File: src/rtl/seg_pkg.sv
// seg_pkg: definitions shared by the 7-segment scan scheduler.
//   FRAME_W  width of one shifted {digit-select, segment} frame
//   NDIG     digits on the display chain
//   SEG_HEX  hex-to-segment map, active-low, bit order a..g,dp (MSB = a)
//   state_t  scan FSM states
package seg_pkg;

  localparam int FRAME_W = 16;
  localparam int NDIG    = 8;
  localparam int DIG_W   = $clog2(NDIG);

  localparam logic [7:0] SEG_HEX [0:15] = '{
    8'h03, 8'h9F, 8'h25, 8'h0D, 8'h99, 8'h49, 8'h41, 8'h1F,
    8'h01, 8'h09, 8'h11, 8'hC1, 8'h63, 8'h85, 8'h61, 8'h71
  };

  typedef enum logic [1:0] {
    ST_LOAD  = 2'd0,
    ST_SHIFT = 2'd1,
    ST_LATCH = 2'd2,
    ST_GAP   = 2'd3
  } state_t;

  // Segment pattern for one hex nibble.
  function automatic logic [7:0] seg_hex(input logic [3:0] nib);
    seg_hex = SEG_HEX[nib];
  endfunction

endpackage

File: src/rtl/seg_scan_sched_if.sv
// seg_scan_sched_if: source side and display side of the scan scheduler.
//   src_data  NSRC packed 32-bit words, source i at [32i+31:32i]
//   src_valid per-source valid
//   key_n     raw active-low select key
//   blank     force all segments off
//   ds/shclk/stclk  serial data, shift clock and store clock to the 595 chain
//   sel       currently selected source
//   busy      high while a frame is being shifted or latched
// master = sources/key/display consumer, slave = scheduler.
interface seg_scan_sched_if #(
  parameter int NSRC = 4
);
  localparam int SEL_W = (NSRC > 1) ? $clog2(NSRC) : 1;

  logic [NSRC*32-1:0] src_data;
  logic [NSRC-1:0]    src_valid;
  logic               key_n;
  logic               blank;
  logic               ds;
  logic               shclk;
  logic               stclk;
  logic [SEL_W-1:0]   sel;
  logic               busy;

  modport master (
    output src_data, src_valid, key_n, blank,
    input  ds, shclk, stclk, sel, busy
  );

  modport slave (
    input  src_data, src_valid, key_n, blank,
    output ds, shclk, stclk, sel, busy
  );

endinterface

File: src/rtl/seg_scan_sched_key_debounce.sv
// key_debounce: 2-FF synchronizer and stability filter for the select key.
//   clk, rst_n  clock and asynchronous active-low reset
//   key_n       raw asynchronous active-low key
//   press       one-cycle pulse on each debounced 1->0 transition
// The debounced level only moves after DEB consecutive synchronized samples
// that all disagree with it; any agreeing sample restarts the count.
module key_debounce #(
  parameter int DEB = 65536
) (
  input  logic clk,
  input  logic rst_n,
  input  logic key_n,
  output logic press
);

  localparam int CNT_W = (DEB > 1) ? $clog2(DEB) : 1;
  localparam logic [CNT_W-1:0] CNT_LAST = CNT_W'(DEB - 1);

  logic             sync1_r;
  logic             sync2_r;
  logic             level_r;
  logic             press_r;
  logic [CNT_W-1:0] cnt_r;

  // Two-stage synchronizer; idles high like a released key.
  always_ff @(posedge clk or negedge rst_n) begin
    if (!rst_n) begin
      sync1_r <= 1'b1;
      sync2_r <= 1'b1;
    end else begin
      sync1_r <= key_n;
      sync2_r <= sync1_r;
    end
  end

  // Stability counter, debounced level and press pulse.
  // cnt_r never exceeds CNT_LAST: it is cleared on reaching it.
  always_ff @(posedge clk or negedge rst_n) begin
    if (!rst_n) begin
      level_r <= 1'b1;
      cnt_r   <= {CNT_W{1'b0}};
      press_r <= 1'b0;
    end else if (sync2_r == level_r) begin
      cnt_r   <= {CNT_W{1'b0}};
      press_r <= 1'b0;
    end else if (cnt_r == CNT_LAST) begin
      level_r <= sync2_r;
      cnt_r   <= {CNT_W{1'b0}};
      press_r <= ~sync2_r;
    end else begin
      cnt_r   <= cnt_r + CNT_W'(1);
      press_r <= 1'b0;
    end
  end

  assign press = press_r;

endmodule

File: src/rtl/seg_scan_sched.sv
// seg_scan_sched: shares one 8-digit 7-segment 595 chain among NSRC sources.
//   clk, rst_n  clock and asynchronous active-low reset
//   bus         seg_scan_sched_if slave: source words/valids, key, blank in;
//               ds, shclk, stclk, sel, busy out
// Each frame is LOAD (1) + SHIFT (16 bits x 2*DIV) + LATCH (DIV) + GAP cycles.
// The selected word is captured only at digit 0 so a round is coherent.
// All outputs are registers loaded from the next-state decode, so they line
// up exactly with the state they belong to.
import seg_pkg::*;

module seg_scan_sched #(
  parameter int NSRC = 4,
  parameter int DIV  = 4,
  parameter int GAP  = 256,
  parameter int DEB  = 65536
) (
  input  logic             clk,
  input  logic             rst_n,
  seg_scan_sched_if.slave  bus
);

  localparam int SEL_W = (NSRC > 1) ? $clog2(NSRC) : 1;
  localparam int PH_W  = (2 * DIV > 1) ? $clog2(2 * DIV) : 1;
  localparam int GAP_W = (GAP > 0) ? $clog2(GAP + 1) : 1;

  localparam logic [PH_W-1:0]  PH_SHIFT_LAST = PH_W'(2 * DIV - 1);
  localparam logic [PH_W-1:0]  PH_HIGH       = PH_W'(DIV);
  localparam logic [PH_W-1:0]  PH_LATCH_LAST = PH_W'(DIV - 1);
  localparam logic [GAP_W-1:0] GAP_LAST      = GAP_W'((GAP > 0) ? GAP - 1 : 0);

  state_t             state_r, state_n;
  logic [DIG_W-1:0]   digit_r, digit_n;
  logic [3:0]         bit_r, bit_n;
  logic [PH_W-1:0]    phase_r, phase_n;
  logic [GAP_W-1:0]   gap_r, gap_n;
  logic [31:0]        shadow_r, shadow_n;
  logic               vld_r, vld_n;
  logic [FRAME_W-1:0] frame_r, frame_n;
  logic               ds_r, ds_n;
  logic               shclk_r, shclk_n;
  logic               stclk_r, stclk_n;
  logic               busy_r, busy_n;
  logic [SEL_W-1:0]   sel_r;

  logic               press_s;
  logic [31:0]        word_s;
  logic               word_vld_s;
  logic [31:0]        load_word_s;
  logic               load_vld_s;
  logic [3:0]         nib_s;
  logic [7:0]         seg_s;
  logic [FRAME_W-1:0] frame_s;

  key_debounce #(
    .DEB (DEB)
  ) u_key (
    .clk   (clk),
    .rst_n (rst_n),
    .key_n (bus.key_n),
    .press (press_s)
  );

  // First valid source after cur (wrapping); cur itself if none other is valid.
  function automatic logic [SEL_W-1:0] next_valid_sel(input logic [SEL_W-1:0] cur,
                                                      input logic [NSRC-1:0]  vld);
    logic [SEL_W-1:0] pick;
    logic             found;
    int               idx;
    pick  = cur;
    found = 1'b0;
    for (int k = 1; k < NSRC; k++) begin
      idx = (int'(cur) + k) % NSRC;
      if (!found && vld[idx]) begin
        pick  = SEL_W'(idx);
        found = 1'b1;
      end
    end
    return pick;
  endfunction

  // Source selection: advance on each debounced press.
  always_ff @(posedge clk or negedge rst_n) begin
    if (!rst_n) begin
      sel_r <= {SEL_W{1'b0}};
    end else if (press_s) begin
      sel_r <= next_valid_sel(sel_r, bus.src_valid);
    end else begin
      sel_r <= sel_r;
    end
  end

  // Frame build: digit 0 uses the live source word, later digits the shadow.
  always_comb begin
    word_s      = bus.src_data[{sel_r, 5'b00000} +: 32];
    word_vld_s  = bus.src_valid[sel_r];
    load_word_s = (digit_r == {DIG_W{1'b0}}) ? word_s : shadow_r;
    load_vld_s  = (digit_r == {DIG_W{1'b0}}) ? word_vld_s : vld_r;
    // digit 0 shows the top nibble, digit 7 the bottom one
    nib_s       = load_word_s[{DIG_W'(NDIG - 1) - digit_r, 2'b00} +: 4];
    seg_s       = (bus.blank || !load_vld_s) ? 8'hFF : seg_hex(nib_s);
    frame_s     = {8'h80 >> digit_r, seg_s};
  end

  // Scan FSM next-state and next-output decode.
  always_comb begin
    state_n  = state_r;
    digit_n  = digit_r;
    bit_n    = bit_r;
    phase_n  = phase_r;
    gap_n    = gap_r;
    shadow_n = shadow_r;
    vld_n    = vld_r;
    frame_n  = frame_r;
    ds_n     = ds_r;
    shclk_n  = 1'b0;
    stclk_n  = 1'b0;
    busy_n   = 1'b0;
    case (state_r)
      ST_LOAD: begin
        shadow_n = load_word_s;
        vld_n    = load_vld_s;
        frame_n  = frame_s;
        bit_n    = 4'd15;
        phase_n  = {PH_W{1'b0}};
        ds_n     = frame_s[FRAME_W-1];
        busy_n   = 1'b1;
        state_n  = ST_SHIFT;
      end
      ST_SHIFT: begin
        busy_n = 1'b1;
        if (phase_r == PH_SHIFT_LAST) begin
          phase_n = {PH_W{1'b0}};
          if (bit_r == 4'd0) begin
            stclk_n = 1'b1;
            state_n = ST_LATCH;
          end else begin
            bit_n = bit_r - 4'd1;
            ds_n  = frame_r[bit_r - 4'd1];
          end
        end else begin
          phase_n = phase_r + PH_W'(1);
          // second half of each bit drives shclk high
          shclk_n = ((phase_r + PH_W'(1)) >= PH_HIGH);
        end
      end
      ST_LATCH: begin
        if (phase_r == PH_LATCH_LAST) begin
          phase_n = {PH_W{1'b0}};
          gap_n   = {GAP_W{1'b0}};
          if (GAP == 0) begin
            digit_n = digit_r + DIG_W'(1);
            state_n = ST_LOAD;
          end else begin
            state_n = ST_GAP;
          end
        end else begin
          phase_n = phase_r + PH_W'(1);
          stclk_n = 1'b1;
          busy_n  = 1'b1;
        end
      end
      ST_GAP: begin
        if (gap_r == GAP_LAST) begin
          gap_n   = {GAP_W{1'b0}};
          digit_n = digit_r + DIG_W'(1);
          state_n = ST_LOAD;
        end else begin
          gap_n = gap_r + GAP_W'(1);
        end
      end
      default: begin
        state_n = ST_LOAD;
      end
    endcase
  end

  // Scan FSM state, counters, shadow word and registered outputs.
  always_ff @(posedge clk or negedge rst_n) begin
    if (!rst_n) begin
      state_r  <= ST_LOAD;
      digit_r  <= {DIG_W{1'b0}};
      bit_r    <= 4'd0;
      phase_r  <= {PH_W{1'b0}};
      gap_r    <= {GAP_W{1'b0}};
      shadow_r <= 32'h0000_0000;
      vld_r    <= 1'b0;
      frame_r  <= {FRAME_W{1'b0}};
      ds_r     <= 1'b0;
      shclk_r  <= 1'b0;
      stclk_r  <= 1'b0;
      busy_r   <= 1'b0;
    end else begin
      state_r  <= state_n;
      digit_r  <= digit_n;
      bit_r    <= bit_n;
      phase_r  <= phase_n;
      gap_r    <= gap_n;
      shadow_r <= shadow_n;
      vld_r    <= vld_n;
      frame_r  <= frame_n;
      ds_r     <= ds_n;
      shclk_r  <= shclk_n;
      stclk_r  <= stclk_n;
      busy_r   <= busy_n;
    end
  end

  assign bus.ds    = ds_r;
  assign bus.shclk = shclk_r;
  assign bus.stclk = stclk_r;
  assign bus.sel   = sel_r;
  assign bus.busy  = busy_r;

endmodule

File: src/flat_wrapper.sv
// flat-port wrapper written by rule: the top's interface ports become plain ports
module seg_scan_sched_flat 
#(
  parameter int NSRC = 4,
  parameter int DIV  = 4,
  parameter int GAP  = 256,
  parameter int DEB  = 65536
)
  (clk, rst_n, bus_src_data, bus_src_valid, bus_key_n, bus_blank, bus_ds, bus_shclk, bus_stclk, bus_sel, bus_busy);
  seg_scan_sched_if #(.NSRC(NSRC)) bus_i ();
  input  logic clk;
  input  logic rst_n;
  input wire logic [$bits(bus_i.src_data)-1:0] bus_src_data;
  input wire logic [$bits(bus_i.src_valid)-1:0] bus_src_valid;
  input wire logic [$bits(bus_i.key_n)-1:0] bus_key_n;
  input wire logic [$bits(bus_i.blank)-1:0] bus_blank;
  output wire logic [$bits(bus_i.ds)-1:0] bus_ds;
  output wire logic [$bits(bus_i.shclk)-1:0] bus_shclk;
  output wire logic [$bits(bus_i.stclk)-1:0] bus_stclk;
  output wire logic [$bits(bus_i.sel)-1:0] bus_sel;
  output wire logic [$bits(bus_i.busy)-1:0] bus_busy;
  assign bus_i.src_data = bus_src_data;
  assign bus_i.src_valid = bus_src_valid;
  assign bus_i.key_n = bus_key_n;
  assign bus_i.blank = bus_blank;
  assign bus_ds = bus_i.ds;
  assign bus_shclk = bus_i.shclk;
  assign bus_stclk = bus_i.stclk;
  assign bus_sel = bus_i.sel;
  assign bus_busy = bus_i.busy;
  seg_scan_sched #(.NSRC(NSRC), .DIV(DIV), .GAP(GAP), .DEB(DEB)) u_core (.clk(clk), .rst_n(rst_n), .bus(bus_i));
endmodule
File: config.mk
export PLATFORM = sky130hd
export DESIGN_NAME = seg_scan_sched_flat
export DESIGN_NICKNAME = d
export VERILOG_FILES = /design/src/rtl/seg_pkg.sv /design/src/rtl/seg_scan_sched_if.sv /design/src/rtl/seg_scan_sched_key_debounce.sv /design/src/rtl/seg_scan_sched.sv /design/src/flat_wrapper.sv
export SDC_FILE = /design/constraint.sdc
export NUM_CORES = 1
export LEC_CHECK = 0
export BUFFER_PORTS_ARGS = -buffer_cell sky130_fd_sc_hd__buf_2
export CAP_MARGIN = 20
export CORE_UTILIZATION = 30
export CTS_BUF_LIST = sky130_fd_sc_hd__clkbuf_4 sky130_fd_sc_hd__clkbuf_8
export DETAILED_ROUTE_END_ITERATION = 8
export PLACE_DENSITY = 0.58
export SETUP_SLACK_MARGIN = 0.15
export SYNTH_ARGS = -nofsm -noshare
export SYNTH_HDL_FRONTEND = slang
export SYNTH_HIERARCHICAL = 1
export SYNTH_SLANG_ARGS = --single-unit
File: constraint.sdc
create_clock -name clk -period 9.85 [get_ports clk]
set_clock_uncertainty 0.05 [all_clocks]
set_input_delay 0.4925 -clock clk [delete_from_list [all_inputs] [get_ports clk]]
set_output_delay 0.4925 -clock clk [all_outputs]
set_load 0.02 [all_outputs]
==> results of run 1 <==
==> per-layer routing <==
layer	up-vias	routed length [um]	part of all wire [%]	track usage, %
met2	108	7260	49	23.3
li1	2312	-	-	-
met3	12	611	4.1	3.67
met1	2285	6910	46	19.7
met4	0	155	1.0	3.11
met5	-	0	0	0
==> through the flow <==
stage	power [mW]	cell area [sq um]	utilization, %
finish	0.774	7330	36.3
floorplan	0.452	6160	-
CTS	0.787	7330	36.3
detailed placement	0.498	7110	35.2
global route	0.809	7330	36.3
global placement	0.497	7110	35.2
==> report_power, final <==
part	internal, mW	total [mW]	leakage (nW)	switching, mW
Combinational	0.0445	0.0786	2.00	0.0341
Sequential	0.404	0.410	1.18	0.00634
Clock	0.125	0.285	0.111	0.160
Total	0.574	0.774	3.29	0.200
==> cells in the mapped netlist, types with 3 or more instances <==
cell type  instances
nand2_1           37
a211oi_1           9
nor4_1             4
or2_2              3
buf_6              3
nor2b_1           12
o22ai_1            5
nand3_1           21
inv_1             24
buf_1              4
mux4_1            12
nor2_1            31
xnor2_1            7
nor3_1             8
a221oi_1           4
mux4_2            28
buf_2              3
ha_1              25
and3_1             3
nand4_1            5
a21oi_1           24
nand2b_1          12
mux2i_1           11
or3_1              5
xor2_1             9
clkbuf_1          17
a21boi_0           3
mux2_2            45
a31oi_1            5
a2111oi_0          3
dfrtp_1           93
o31ai_1            4
o21ai_0           32
dfstp_2            3
==> flip-flops by register name (all words and copies together), names as in the netlist, 2 cells and up <==
signal              count
u_core/shadow_r        32
u_core/frame_r         16
u_core/u_key/cnt_r     16
u_core/gap_r            9
u_core/bit_r            4
u_core/digit_r          3
u_core/phase_r          3
u_core/bus.sel          2
u_core/state_r          2
==> path summary, 6_finish.rpt <==
check                           slack, ns            startpoint  cells after the start              endpoint
worst max-delay path                 5.59     u_core/digit_r[0]                     12     u_core/frame_r[7]
worst min-delay path                 0.05                 rst_n                      1       u_core/gap_r[3]
worst max register to register       5.59     u_core/digit_r[0]                     12     u_core/frame_r[7]
worst min register to register       0.32  u_core/u_key/sync1_r                      0  u_core/u_key/sync2_r
max in group asynchronous            8.59                 rst_n                      2     u_core/bus.sel[0]
min in group clk                     0.14             bus_key_n                      1  u_core/u_key/sync1_r
==> cell families (layout without fill, tap and decap cells) <==
group / count (synthesis) / after routing / synth area share [%]
and+or+nand+nor: 153 / 153 / 12.7
AOI/OAI and AO/OA: 108 / 108 / 11.3
muxes: 98 / 98 / 25.8
DFF: 96 / 96 / 39.0
buffers and inverters: 53 / 186 / 3.77
adders and majority gates: 25 / 25 / 5.07
xor gates and xnor gates: 16 / 16 / 2.27
==> area by class of cell <==
type,count,area [sq um]
multi-input cells,400,3530
well taps,270,338
flip-flops and latches,96,2410
inverters,24,90.1
clock buffers,9,124
repair buffers,146,746
fillers,2050,12800
clock inverters,7,95.1
==> impl_table.tex, run 1 <==
\begin{tabular}{lr}
\hline
Metric & Value \\
\hline
\multicolumn{2}{l}{\textbf{Status}} \\
Result of the run & complete, no violations \\
\multicolumn{2}{l}{\textbf{Final layout}} \\
Share of cells above drive strength 1 & 37.2\% \\
Commonest non-fill, non-tap cell in the layout & buf\_2 \\
Final-stage net count & 838 \\
Final non-filler cell total & 952 \\
Syn-to-layout area delta & 18.9\% \\
Total inserted antenna cells & 0 \\
Top library cells by usage in the layout, fill and taps aside & 140 x buf\_2, 91 x dfrtp\_1, 45 x mux2\_2 \\
\multicolumn{2}{l}{\textbf{Worst setup path}} \\
Required time at the worst-slack endpoint & 10.05 ns \\
Delay-heaviest family, CP & compound AO/OA/AOI/OAI gates \\
Crit path DAT & 4.46 ns \\
Critical-path cell list & inv\_1 -> ha\_1 -> nor2b\_1 -> mux4\_2 -> and3\_4 -> a211oi\_4 -> inv\_1 -> ha\_1 -> inv\_1 -> a211oi\_1 -> a2111oi\_0 -> a211oi\_1 \\
Crit path largest cell delay & 0.71 ns \\
Critical path launch point type & register \\
Highest fanout seen on the critical path & 21 \\
Slowest-stage cell, CP & dfrtp\_1 \\
Most frequent CP cell & inv\_1 \\
Buffers and inverters on the worst path & 3 \\
Crit Path Class & reg2reg \\
Worst setup EP type & register \\
\multicolumn{2}{l}{\textbf{Placement}} \\
Total of buffers placed on input and output ports & 141 \\
Placement Setup Slack & 5.60 ns \\
Placer Congestion & 0.825 \\
Total instance count after detailed placement & 936 \\
Post-detail-place hpwl & 11300 um \\
\multicolumn{2}{l}{\textbf{Clock tree}} \\
Buffers inserted by post-CTS timing repair & 0 \\
Post-CTS Hold Fix Bufs & 0 \\
Htree depth & 3 \\
Clock-pin slew on the worst setup and hold paths & 0.11 ns \\
Maximum count of clock buffers along a single path & 2 \\
Num CTS Buffers & 9 \\
Clock Latency Late Sink & 0.39 ns \\
CTS tree & done \\
Number of clock sinks seen by CTS & 96 \\
Total of cells resized after clock tree synthesis & 0 \\
CTS Root Buffer Type & clkbuf\_8 \\
\multicolumn{2}{l}{\textbf{Logic synthesis}} \\
YS warnings & 6 \\
Async set or reset register ratio after synthesis & 100\% \\
Sequential cell area fraction in the yosys report & 39.0\% \\
Count of different cell masters after synthesis & 60 \\
Post-synth top area share & 37.8\% \\
Main flop type after synthesis & dfrtp\_1 \\
Instance count of the mapped netlist & 549 \\
\#FFs+latches synth & 96 \\
Nets in the synthesized netlist & 710 \\
Area of the mapped netlist & 6160 sq um \\
Avg Synthesized Cell Area & 11.2 sq um \\
Number of flops mapped to enable cells by yosys & 0 \\
Cells taking the most area after synthesis & dfrtp\_1 38\%, mux4\_2 10\%, mux2\_2 8.2\%, mux4\_1 5.1\%, ha\_1 5.1\% \\
Post-synth top area cell & dfrtp\_1 \\
\multicolumn{2}{l}{\textbf{Route}} \\
Final WL & 14900 um \\
Detailed-routing iteration count for the pre-antenna-repair pass & 5 \\
Remaining antenna violation count after routing & 0 \\
Count of routing violations after the opening detailed-route iteration & 336 \\
Routed via count & 4717 \\
DRC violation count after routing & 0 \\
Detail-routed via count per cell & 4.95 \\
Wire per inst & 15.7 um \\
\multicolumn{2}{l}{\textbf{Timing}} \\
WHS & 0.0528 ns \\
Setup repair after global routing missed its margin & false \\
Final Setup Violations & 0 \\
Worst-case setup margin in the final layout & 5.59 ns \\
TNS Setup & 0 ns \\
Max-slew violation count & 0 \\
Maximum clock frequency & 235 MHz \\
Fin crit share & 43.3\% \\
Clock period minus final worst setup slack & 4.26 ns \\
Tightest Pin Transition & 0.865 ns \\
Endpoints failing hold & 0 \\
Slew Limit Headroom & 42.3\% \\
\multicolumn{2}{l}{\textbf{Floorplanning}} \\
Standard-cell row count & 52 \\
Horiz. Die Dim & 145 um \\
Die height & 145 um \\
Floorplan core area & 20200 sq um \\
Full die area & 21100 sq um \\
Effective utilization at floorplan & 30.6\% \\
Number of primary I/O pins & 142 \\
\multicolumn{2}{l}{\textbf{Pwr}} \\
Worst supply voltage drop on vdd & 105 uV \\
Leakage power figure & 3.29 nW \\
Power density relative to cell area & 106 nW/um\^{}2 \\
\multicolumn{2}{l}{\textbf{GRT}} \\
Final global-route overflow total & 0 \\
Global-route wire length before repair & 24400 um \\
Initial antenna violation count & 0 \\
Number of global-route vias before repair & 4566 \\
Pin count of the biggest net entering global routing & 50 \\
Overall Global Routing Usage & 14.5\% \\
\multicolumn{2}{l}{\textbf{Job}} \\
Max Cap Viol & 0 \\
\multicolumn{2}{l}{\textbf{Worst hold path}} \\
Worst Hold Class & in2async \\
\hline
\end{tabular}
Note: power is estimated with default switching activity, not from simulation.
==> run 2: changes to the inputs <==
--- a/config.mk
+++ b/config.mk
@@ -10,7 +10,7 @@
 export CORE_UTILIZATION = 30
 export CTS_BUF_LIST = sky130_fd_sc_hd__clkbuf_4 sky130_fd_sc_hd__clkbuf_8
 export DETAILED_ROUTE_END_ITERATION = 8
-export PLACE_DENSITY = 0.58
+export PLACE_DENSITY = 0.59
 export SETUP_SLACK_MARGIN = 0.15
 export SYNTH_ARGS = -nofsm -noshare
 export SYNTH_HDL_FRONTEND = slang
==> constraint.sdc (replaced) <==
create_clock -name clk -period 3.55 [get_ports clk]
set_clock_uncertainty 0.05 [all_clocks]
set_input_delay 0.1775 -clock clk [delete_from_list [all_inputs] [get_ports clk]]
set_output_delay 0.1775 -clock clk [all_outputs]
set_load 0.02 [all_outputs]
==> run 2 against run 1 <==
- final cell count is 1.5% higher
- register-to-register slack worse by 5.2 ns
- count of clock-buffer cells in the layout stayed put
- via count is 0.74% higher
- first-iteration DRC count is 29% lower
- sequential power grew to 2.8 times the previous value
- flip-flop and latch count stayed put
- routed wire length is 0.33% higher
- largest cell class unchanged
- non-clock buffer count is 14 higher
==> impl_table.tex, run 2 (synthesis gave the netlist of run 1 again) <==
\begin{tabular}{lr}
\hline
Metric & Value \\
\hline
\multicolumn{2}{l}{\textbf{Pwr}} \\
Leakage power figure & 3.35 nW \\
Worst supply voltage drop on vdd & 154 uV \\
Total chip power & 2.07 mW \\
Power density relative to cell area & 279 nW/um\^{}2 \\
\multicolumn{2}{l}{\textbf{Clock tree}} \\
Num CTS Buffers & 9 \\
Clock-pin slew on the worst setup and hold paths & 0.11 ns \\
Htree depth & 3 \\
Clock Latency Late Sink & 0.40 ns \\
CTS Root Buffer Type & clkbuf\_8 \\
Number of clock sinks seen by CTS & 96 \\
CTS tree & done \\
Maximum count of clock buffers along a single path & 2 \\
\multicolumn{2}{l}{\textbf{Timing}} \\
Tightest Pin Transition & 0.742 ns \\
Maximum clock frequency & 312 MHz \\
Worst-case setup margin in the final layout & 0.341 ns \\
Endpoints failing hold & 0 \\
Clock period minus final worst setup slack & 3.21 ns \\
Slew Limit Headroom & 50.1\% \\
TNS Setup & 0 ns \\
Max-slew violation count & 0 \\
Final Setup Violations & 0 \\
Fin crit share & 90.4\% \\
Setup repair after global routing missed its margin & false \\
\multicolumn{2}{l}{\textbf{GRT}} \\
Global-route wire length before repair & 24500 um \\
Pin count of the biggest net entering global routing & 39 \\
Initial antenna violation count & 0 \\
Final global-route overflow total & 0 \\
Overall Global Routing Usage & 14.6\% \\
Number of global-route vias before repair & 4742 \\
\multicolumn{2}{l}{\textbf{Route}} \\
Count of routing violations after the opening detailed-route iteration & 240 \\
Detail-routed via count per cell & 4.92 \\
Wire per inst & 15.5 um \\
Routed via count & 4752 \\
Remaining antenna violation count after routing & 0 \\
DRC violation count after routing & 0 \\
Final WL & 15000 um \\
Detailed-routing iteration count for the pre-antenna-repair pass & 4 \\
\multicolumn{2}{l}{\textbf{Placement}} \\
Placer Congestion & 0.868 \\
Placement Setup Slack & 0.226 ns \\
Post-detail-place hpwl & 11400 um \\
Total of buffers placed on input and output ports & 141 \\
Area after detailed placement & 7200 sq um \\
\multicolumn{2}{l}{\textbf{Floorplanning}} \\
Effective utilization at floorplan & 30.6\% \\
Die height & 145 um \\
Floorplan core area & 20200 sq um \\
Standard-cell row count & 52 \\
Horiz. Die Dim & 145 um \\
Number of primary I/O pins & 142 \\
Full die area & 21100 sq um \\
\multicolumn{2}{l}{\textbf{Final layout}} \\
Number of flip-flops in the largest register & 32 \\
Syn-to-layout area delta & 20.5\% \\
Most flops, register & u\_core/shadow\_r \\
Final-stage net count & 852 \\
Number of fillers in the final layout & 2036 \\
Largest regs & u\_core/shadow\_r (32), u\_core/frame\_r (16), u\_core/u\_key/cnt\_r (16) \\
Share of cells above drive strength 1 & 38.4\% \\
Post-route design area & 7430 sq um \\
Commonest non-fill, non-tap cell in the layout & buf\_2 \\
Fin util & 36.8\% \\
Top library cells by usage in the layout, fill and taps aside & 140 x buf\_2, 91 x dfrtp\_1, 45 x mux2\_2 \\
Total inserted antenna cells & 0 \\
\multicolumn{2}{l}{\textbf{Worst setup path}} \\
Critical path launch point type & register \\
Crit path DAT & 3.42 ns \\
Required time at the worst-slack endpoint & 3.76 ns \\
Crit Path Class & reg2reg \\
Highest fanout seen on the critical path & 7 \\
Worst setup EP type & register \\
\multicolumn{2}{l}{\textbf{Worst hold path}} \\
Worst Hold Class & in2reg \\
\multicolumn{2}{l}{\textbf{Status}} \\
Result of the run & complete, no violations \\
\multicolumn{2}{l}{\textbf{Job}} \\
Max Cap Viol & 0 \\
\hline
\end{tabular}
run 2: worst paths after layout:
check / from / endpoint / slack, ns / depth (start not counted)
max: u_core/bus.sel[0] / u_core/frame_r[4] / 0.34 / 10
min: bus_src_data[15] / u_core/shadow_r[15] / 0.19 / 3
max reg2reg: u_core/bus.sel[0] / u_core/frame_r[4] / 0.34 / 10
min reg2reg: u_core/u_key/sync1_r / u_core/u_key/sync2_r / 0.32 / 0
max in group asynchronous: rst_n / u_core/shadow_r[29] / 2.37 / 3
min in group asynchronous: rst_n / u_core/gap_r[3] / 0.24 / 2
run 2: layer usage:
layer / global-route usage (%) / wire length (um)
met1: 18.5 / 6810
met2: 25.2 / 7520
met3: 3.01 / 482
met4: 4.11 / 180
met5: 0 / 0
run 2: critical path, cell delays in order (launching register included):
cell       delay, ns
dfrtp_4         0.50
buf_4           0.19
mux4_1          0.59
mux4_2          0.52
a31oi_1         0.27
inv_1           0.12
ha_1            0.19
inv_1           0.05
a211oi_1        0.05
a2111oi_0       0.44
a211oi_1        0.09
run 2: area by class of cell:
cell class	count	area, sq um	share of cell area (%)
clock buffers	9	124	1.67
repair buffers	160	868	11.7
clock inverters	7	66.3	0.893
inverters	24	90.1	1.21
well taps	270	338	4.55
multi-input cells	400	3530	47.5
flip-flops and latches	96	2410	32.5
run 2: where the power goes:
part / switching, mW / leakage (nW) / total (mW) / internal [mW]
sequential: 0.0151 / 1.18 / 1.14 / 1.12
combinational: 0.0951 / 2.08 / 0.223 / 0.128
clock: 0.440 / 0.0991 / 0.716 / 0.276
run 2: stage by stage:
stage	instances	hold WS [ns]
6_report	966	0.186
3_5_place_dp	947	0.142
5_1_grt	966	0.167
2_1_floorplan	549	-0.168
4_1_cts	965	0.143
3_3_place_gp	947	0.140
run 2: repair_timing:
action                     4_1_cts  5_1_grt
hold endpoints to repair        37        0
hold buffers                     2        0
gates resized for setup          0        3
buffers inserted                 0        1
setup endpoints to repair        0        2
==> run 3: changes to the inputs <==
--- a/config.mk
+++ b/config.mk
@@ -10,6 +10,7 @@
 export CORE_UTILIZATION = 30
 export CTS_BUF_LIST = sky130_fd_sc_hd__clkbuf_4 sky130_fd_sc_hd__clkbuf_8
 export DETAILED_ROUTE_END_ITERATION = 8
+export MAX_ROUTING_LAYER = met4
 export PLACE_DENSITY = 0.59
 export SETUP_SLACK_MARGIN = 0.15
 export SYNTH_ARGS = -nofsm -noshare
==> constraint.sdc (replaced) <==
create_clock -name clk -period 3.55 [get_ports clk]
set_clock_uncertainty 0.05 [all_clocks]
set_input_delay 0.5325 -clock clk [delete_from_list [all_inputs] [get_ports clk]]
set_output_delay 0.5325 -clock clk [all_outputs]
set_load 0.02 [all_outputs]
==> run 3 against run 2 <==
- routed wire length hardly changed
- worst hold slack better by 0.0076 ns
- combinational power barely moved
- utilization up 0.099 points
- global-route usage rose by 0.44 points
- sequential power barely moved
- non-clock buffer count decreased by 1
- first-iteration DRC count up 20%
- fmax shrank 0.10%
- die area unchanged
- flip-flop and latch count stayed put
- register-to-register slack about the same
- critical endpoint is now u_core/frame_r[7]
- largest power group unchanged
==> impl_table.tex, run 3 (synthesis gave the netlist of run 1 again) <==
\begin{tabular}{lr}
\hline
Metric & Value \\
\hline
\multicolumn{2}{l}{\textbf{Timing}} \\
Slew Limit Headroom & 39.5\% \\
Max-slew violation count & 0 \\
TNS Setup & 0 ns \\
Worst-case setup margin in the final layout & 0.338 ns \\
Maximum clock frequency & 311 MHz \\
Clock period minus final worst setup slack & 3.21 ns \\
Tightest Pin Transition & 0.908 ns \\
WHS & 0.194 ns \\
Fin crit share & 90.5\% \\
Final Setup Violations & 0 \\
Setup repair after global routing missed its margin & false \\
Endpoints failing hold & 0 \\
\multicolumn{2}{l}{\textbf{Pwr}} \\
Power density relative to cell area & 277 nW/um\^{}2 \\
Worst supply voltage drop on vdd & 171 uV \\
Leakage power figure & 3.36 nW \\
\multicolumn{2}{l}{\textbf{Clock tree}} \\
Number of clock sinks seen by CTS & 96 \\
Clock Latency Late Sink & 0.38 ns \\
CTS Root Buffer Type & clkbuf\_8 \\
Num CTS Buffers & 9 \\
Htree depth & 3 \\
Maximum count of clock buffers along a single path & 2 \\
CTS tree & done \\
Clock-pin slew on the worst setup and hold paths & 0.10 ns \\
\multicolumn{2}{l}{\textbf{Floorplanning}} \\
Number of primary I/O pins & 142 \\
Standard-cell row count & 52 \\
Full die area & 21100 sq um \\
Die height & 145 um \\
Effective utilization at floorplan & 30.6\% \\
Horiz. Die Dim & 145 um \\
Floorplan core area & 20200 sq um \\
\multicolumn{2}{l}{\textbf{Worst setup path}} \\
Highest fanout seen on the critical path & 8 \\
Critical path launch point type & register \\
Crit path DAT & 3.41 ns \\
Worst setup EP type & register \\
Crit Path Class & reg2reg \\
Required time at the worst-slack endpoint & 3.75 ns \\
\multicolumn{2}{l}{\textbf{Placement}} \\
Placer Congestion & 0.817 \\
Post-detail-place hpwl & 11200 um \\
Placement Setup Slack & 0.221 ns \\
Total instance count after detailed placement & 947 \\
Total of buffers placed on input and output ports & 141 \\
\multicolumn{2}{l}{\textbf{Route}} \\
Routed via count & 4763 \\
Remaining antenna violation count after routing & 0 \\
Count of routing violations after the opening detailed-route iteration & 287 \\
Wire per inst & 15.5 um \\
DRC violation count after routing & 0 \\
Detail-routed via count per cell & 4.94 \\
Detailed-routing iteration count for the pre-antenna-repair pass & 4 \\
Final WL & 15000 um \\
\multicolumn{2}{l}{\textbf{Job}} \\
Max Cap Viol & 0 \\
\multicolumn{2}{l}{\textbf{GRT}} \\
Pin count of the biggest net entering global routing & 69 \\
Final global-route overflow total & 0 \\
Global-route wire length before repair & 24600 um \\
Overall Global Routing Usage & 15.1\% \\
Initial antenna violation count & 0 \\
Number of global-route vias before repair & 4717 \\
\multicolumn{2}{l}{\textbf{Final layout}} \\
Commonest non-fill, non-tap cell in the layout & buf\_2 \\
Top library cells by usage in the layout, fill and taps aside & 140 x buf\_2, 91 x dfrtp\_1, 45 x mux2\_2 \\
Share of cells above drive strength 1 & 38.6\% \\
Total inserted antenna cells & 0 \\
Number of flip-flops in the largest register & 32 \\
Syn-to-layout area delta & 20.8\% \\
Most flops, register & u\_core/shadow\_r \\
Largest regs & u\_core/shadow\_r (32), u\_core/frame\_r (16), u\_core/u\_key/cnt\_r (16) \\
Final-stage net count & 851 \\
Final non-filler cell total & 965 \\
Fin util & 36.9\% \\
\multicolumn{2}{l}{\textbf{Worst hold path}} \\
Worst Hold Class & in2reg \\
\multicolumn{2}{l}{\textbf{Status}} \\
Result of the run & complete, no violations \\
\hline
\end{tabular}
==> run 3: stage by stage <==
step	total power, mW	cell area (sq um)
2_1_floorplan	1.25	6170
6_report	2.06	7450
4_1_cts	2.10	7410
5_1_grt	2.16	7450
3_3_place_gp	1.38	7220
3_5_place_dp	1.38	7220
==> run 3: path summary, 6_finish.rpt <==
path,slack [ns],endpoint,from,cells past startpoint
max in group asynchronous,2.53,u_core/bus.sel[0],rst_n,1
max reg2reg,0.34,u_core/frame_r[7],u_core/bus.sel[0],10
min reg2reg,0.31,u_core/u_key/sync2_r,u_core/u_key/sync1_r,0
min,0.19,u_core/u_key/sync1_r,bus_key_n,1
max,0.34,u_core/frame_r[7],u_core/bus.sel[0],10
min in group asynchronous,0.20,u_core/phase_r[0],rst_n,1
==> run 3: layout make-up <==
cell class              count  area [sq um]
multi-input cells         400          3530
flip-flops and latches     96          2410
clock inverters             7          67.6
repair buffers            159           888
clock buffers               9           124
well taps                 270           338
fillers                  2053         12700
inverters                  24          90.1
==> run 3: timing repair <==
item | 4_1_cts | 5_1_grt
hold buffers | 0 | 0
buffers inserted | 0 | 2
endpoints found under the hold margin | 0 | 0
gates resized for setup | 0 | 3
setup endpoints to repair | 0 | 3
==> run 3: critical path: stages (launching register included) <==
cell       delay (ns)
dfrtp_4          0.50
buf_12           0.14
mux4_1           0.59
mux4_2           0.53
a211oi_4         0.26
inv_1            0.09
ha_1             0.24
inv_1            0.09
a211oi_2         0.06
a2111oi_0        0.45
a211oi_1         0.09
==> run 3: layer usage <==
metal	up-vias	GRT usage, %	wire [um]
li1	2342	-	-
met1	2304	19.0	6930
met2	104	25.1	7380
met3	13	3.07	528
met4	0	2.89	137
met5	-	-	0
==> run 3: where the power goes <==
group	total (mW)	leakage, nW	internal, mW	switching [mW]
registers	1.14	1.18	1.12	0.0154
logic	0.223	2.08	0.127	0.0955
clock network	0.702	0.0984	0.270	0.431
total	2.06	3.36	1.52	0.542
